**config.mk**
```make
export PLATFORM = sky130hd
export DESIGN_NAME = fixed_point_sign_sequencer
export DESIGN_NICKNAME = d
export VERILOG_FILES = /design/src/rtl/fixed_point_sign_sequencer.sv
export SDC_FILE = /design/constraint.sdc
export NUM_CORES = 1
export LEC_CHECK = 0
export BUFFER_PORTS_ARGS = -buffer_cell sky130_fd_sc_hd__buf_2
export CAP_MARGIN = 20
export CELL_PAD_IN_SITES_DETAIL_PLACEMENT = 0
export CELL_PAD_IN_SITES_GLOBAL_PLACEMENT = 1
export CORE_ASPECT_RATIO = 0.6
export CORE_MARGIN = 1
export CORE_UTILIZATION = 30
export DETAILED_ROUTE_END_ITERATION = 8
export GPL_ROUTABILITY_DRIVEN = 0
export PLACE_DENSITY = 0.64
export SLEW_MARGIN = 20
export SYNTH_ARGS = -nofsm -noshare
export SYNTH_HDL_FRONTEND = slang
export SYNTH_SLANG_ARGS = --single-unit
```
**constraint.sdc**
```tcl
create_clock -name CLK -period 2 [get_ports CLK]
set_input_delay 0.3 -clock CLK [delete_from_list [all_inputs] [get_ports CLK]]
set_output_delay 0.3 -clock CLK [all_outputs]
set_load 0.01 [all_outputs]
```
**src/rtl/fixed_point_sign_sequencer.sv**
```systemverilog
// Issue/collect sequencer wrapped around a fixed-point change-sign stage.
// It accepts one (value, target sign) request and forwards it to the stage.
// It then waits for the result and presents it downstream under ready/valid.
// Only one request is in flight at a time. The stage's fast (sign already
// matches) and slow (adder) paths therefore can never reorder results.
// A WAIT that outlives TIMEOUT_CYCLES drops the request and raises a sticky flag.
module fixed_point_sign_sequencer #(
   parameter int WIDTH          = 8,
   parameter int TIMEOUT_CYCLES = 16
) (
   input  logic                    CLK,
   input  logic                    RSTN,
   input  logic signed [WIDTH-1:0] S_VALUE,
   input  logic                    S_TARGET_SIGN,
   input  logic                    S_VALID,
   output logic                    S_READY,
   output logic signed [WIDTH-1:0] CS_VALUE,
   output logic                    CS_TARGET_SIGN,
   output logic                    CS_VALID,
   input  logic signed [WIDTH-1:0] CS_VALUE_OUT,
   input  logic                    CS_VALID_OUT,
   input  logic                    CS_OVERFLOW,
   output logic signed [WIDTH-1:0] M_VALUE,
   output logic                    M_OVERFLOW,
   output logic                    M_VALID,
   input  logic                    M_READY,
   output logic                    TIMEOUT_ERR,
   input  logic                    ERR_CLR
);

   localparam int               CNT_W    = $clog2(TIMEOUT_CYCLES);
   localparam logic [CNT_W-1:0] CNT_LAST = CNT_W'(TIMEOUT_CYCLES - 1);

   typedef enum logic [1:0] {
      ST_IDLE,
      ST_ISSUE,
      ST_WAIT,
      ST_HOLD
   } state_t;

   state_t           state;
   logic [CNT_W-1:0] wait_cnt;
   logic             timeout_hit;

   // A response arriving on the last allowed WAIT cycle beats the timeout
   assign timeout_hit = (state == ST_WAIT) && !CS_VALID_OUT && (wait_cnt == CNT_LAST);

   // Request/response FSM with registered handshake, data and error outputs
   always_ff @(posedge CLK or negedge RSTN) begin
      if (!RSTN) begin
         state          <= ST_IDLE;
         wait_cnt       <= '0;
         S_READY        <= 1'b0;
         CS_VALUE       <= '0;
         CS_TARGET_SIGN <= 1'b0;
         CS_VALID       <= 1'b0;
         M_VALUE        <= '0;
         M_OVERFLOW     <= 1'b0;
         M_VALID        <= 1'b0;
         TIMEOUT_ERR    <= 1'b0;
      end else begin
         // Setting the error flag takes priority over a simultaneous clear
         if (timeout_hit) begin
            TIMEOUT_ERR <= 1'b1;
         end else if (ERR_CLR) begin
            TIMEOUT_ERR <= 1'b0;
         end

         case (state)
            ST_IDLE: begin
               if (S_VALID && S_READY) begin
                  CS_VALUE       <= S_VALUE;
                  CS_TARGET_SIGN <= S_TARGET_SIGN;
                  CS_VALID       <= 1'b1;
                  S_READY        <= 1'b0;
                  state          <= ST_ISSUE;
               end else begin
                  S_READY <= 1'b1;
               end
            end

            // CS_VALID is high for exactly the single ISSUE cycle
            ST_ISSUE: begin
               CS_VALID <= 1'b0;
               wait_cnt <= '0;
               state    <= ST_WAIT;
            end

            ST_WAIT: begin
               if (CS_VALID_OUT) begin
                  M_VALUE    <= CS_VALUE_OUT;
                  M_OVERFLOW <= CS_OVERFLOW;
                  M_VALID    <= 1'b1;
                  state      <= ST_HOLD;
               end else if (timeout_hit) begin
                  S_READY <= 1'b1;
                  state   <= ST_IDLE;
               end else begin
                  wait_cnt <= wait_cnt + CNT_W'(1);
               end
            end

            // Result held stable until downstream takes it
            ST_HOLD: begin
               if (M_READY) begin
                  M_VALID <= 1'b0;
                  S_READY <= 1'b1;
                  state   <= ST_IDLE;
               end
            end

            default: begin
               CS_VALID <= 1'b0;
               M_VALID  <= 1'b0;
               S_READY  <= 1'b0;
               state    <= ST_IDLE;
            end
         endcase
      end
   end

endmodule
```
==> metrics.txt <==
CP Capture Type flop; post-cts resize count 0; asr flop ratio synth 1.00; CORE AREA 3720 µm²; DRT Wirelength 2370 µm; placed cell count 179; Layout Skew 0.00149 ns; ant diodes 0; die width 83.3 µm; largest net degree at the start of global routing 29; Synth Area in Compound Gates 0.0747; Final period util 0.757; ranking of synthesized cells by area dfrtp_1, mux2_2, nand2_1; Clock power frac 0.139; setup bufs post-CTS 0; Design Area, Final 1500 µm²; Max-Cap Viols 0; Post-synth EDFFs 0; Post-Synth Simple-Gate Area 0.106; sequential share of power 0.468; Initial Utilization 0.319; Area Overhead vs Synth 25.8%; outcome completed; NetSw 0.747 mW; cell area power density 1440 nW/µm²; worst hold slack 0.0309 ns; mean routed wirelength per cell 13.0 µm; headroom to the max-slew limit 0.591; CTS tree done; worst skew pair latency 0.27 ns; mux cell area share after synthesis 0.187; DRT iter0 DRCs 54; post-synth cell types 27; Ports 46; drt drc 0; Core Util, Final 0.402; Yosys warnings 0; Setup WS pre-CTS 0.506 ns; Worst EP arrival 1.67 ns; Clock Path Buffers 2; fin nets 162; Sink Count 28; TNS Setup 0 ns; minimum clock period 1.51 ns; worst-margin pin slew 0.614 ns; Cell Area, Synth 1190 µm²; vias in the first global route 805; post-synthesis adder-cell area fraction 0.0105; Final Hold Viols 0; Hold WC Path Type primary input to asynchronous set/reset pin; VDD IR-drop max 0.000352 V; Critical Setup Path Class flop to flop; Non-Filler Instances 182; #FFs+latches synth 28; static leakage 0.737 nW; Synth top area share 0.589; Comb pwr share 0.393; Worst-path clk slew 0.09 ns; largest family of logic cells by synthesized area multiplexers; die height 50.8 µm; placed cell areas 1450 µm²; Mapped Avg Cell Area 13.4 µm²; IO buf count 45; Detail Placement HPWL 1750 µm; Total Routing Usage GR 0.116; syn nets 114; sequential fraction of the synthesis area 0.589; Rows 17; CTS Buf Count 3; final setup vio count 0; vias post-DR 846; Mapped Cells 89; CTS H-tree depth 1; Pre-antenna DRT Iters 4; Top FF cell, synth dfrtp_1; die footprint 4230 µm²; Sw Share 0.346; Via-to-Cell Ratio 4.65; post-synth top area cell dfrtp_1; Synth Area in XOR/XNOR 0; gr ovfl total 0; Int Pwr 1.41 mW; Max Clock Freq 0.660 GHz; DRT antenna net count 0; Pins Over Slew Limit 0; CP required 2.16 ns; initial antenna violation count 0; first-pass GRT wire length 3820 µm; final worst slack 0.486 ns; CP startpoint kind flop; crit path max fanout 11; Root Buffer clkbuf_8; layout cells sized above 1 0.519; unrepaired setup endpoints after global routing no; Power, Total 2.16 mW; Post-CTS Hold Fix Bufs 0
synth_stat cells (2+ instances only):
| library cell | number |
|---|---|
| a21oi_1 | 4 |
| mux2_2 | 18 |
| o21ai_0 | 2 |
| a311oi_1 | 2 |
| dfrtp_1 | 28 |
| and4b_1 | 2 |
| mux2i_1 | 2 |
| inv_1 | 3 |
| nand2_1 | 8 |
| nor2_1 | 2 |
| buf_4 | 2 |
final cells by class:
class	count	area, µm²
Fill cell	375	2230
Sequential cell	28	701
Multi-Input combinational cell	55	450
Timing Repair Buffer	46	233
Tap cell	47	58.8
Clock buffer	3	41.3
Inverter	3	11.3
metal layers:
layer / routed length (µm) / global-route usage / share of wire / vias up
met2: 1160 / 0.184 / 0.49 / 13
met1: 1120 / 0.158 / 0.47 / 424
li1: - / - / - / 407
met4: 9 / 0.0172 / 0.0038 / 0
met3: 74 / 0.0378 / 0.031 / 2
met5: 0 / 0 / 0 / -
layout by cell type, fill, tap and decap left out:
master / count
a311oi_1: 2
nor2b_1: 1
a21oi_1: 4
nand3_1: 1
a21o_1: 1
clkbuf_8: 3
o21a_1: 1
a311o_1: 1
nor2_1: 2
mux2i_1: 2
and4b_1: 2
buf_4: 1
buf_2: 45
mux2_2: 18
nand2_1: 8
o21ai_0: 2
nor3b_1: 1
and2b_1: 1
nand2b_4: 1
nand4_1: 1
a221oi_1: 1
a211oi_1: 1
nor3_2: 1
dfrtp_1: 28
inv_1: 3
ha_1: 1
nand2_2: 1
nand2b_1: 1
flip-flops by register name (all words and copies together), names as in the netlist:
register	flops
M_VALUE	8
TIMEOUT_ERR	1
wait_cnt	4
CS_VALID	1
M_OVERFLOW	1
CS_VALUE	8
state	2
M_VALID	1
S_READY	1
CS_TARGET_SIGN	1
worst paths after layout:
check | start | end | slack (ns) | depth (start not counted)
worst max-delay path | state[0]$_DFFE_PN0P_ | M_OVERFLOW$_DFFE_PN0P_ | 0.49 | 3
worst min-delay path | RSTN | M_VALUE[7]$_DFFE_PN0P_ | 0.03 | 1
worst max register to register | state[0]$_DFFE_PN0P_ | M_OVERFLOW$_DFFE_PN0P_ | 0.49 | 3
worst min register to register | M_VALUE[3]$_DFFE_PN0P_ | M_VALUE[3]$_DFFE_PN0P_ | 0.51 | 1
max in group asynchronous | RSTN | state[1]$_DFFE_PN0P_ | 1.57 | 1
min in group CLK | ERR_CLR | TIMEOUT_ERR$_DFFE_PN0P_ | 0.21 | 2
kinds of logic (layout without fill, tap and decap cells):
| family | count (synthesis) | count (layout) |
|---|---|---|
| compound gates | 13 | 13 |
| fa+ha+maj | 1 | 1 |
| buf+inv | 6 | 52 |
| flops | 28 | 28 |
| mux | 20 | 20 |
| simple gates | 21 | 21 |
power by group through the flow:
| stage | clock network (mW) | logic, mW | registers, mW |
|---|---|---|---|
| detailed placement | 0 | 0.860 | 1.02 |
| CTS | 0.317 | 0.863 | 1.01 |
| finish | 0.299 | 0.848 | 1.01 |
| floorplan | 0 | 0.506 | 1.07 |
| global placement | 0 | 0.841 | 1.01 |
| global route | 0.333 | 0.928 | 1.06 |
worst max-delay path: stages (launching register included):
cell     delay (ns)
dfrtp_1        0.55
and2b_1        0.26
nand2_2        0.22
mux2_2         0.37
Power figures use the tool's default switching activity.
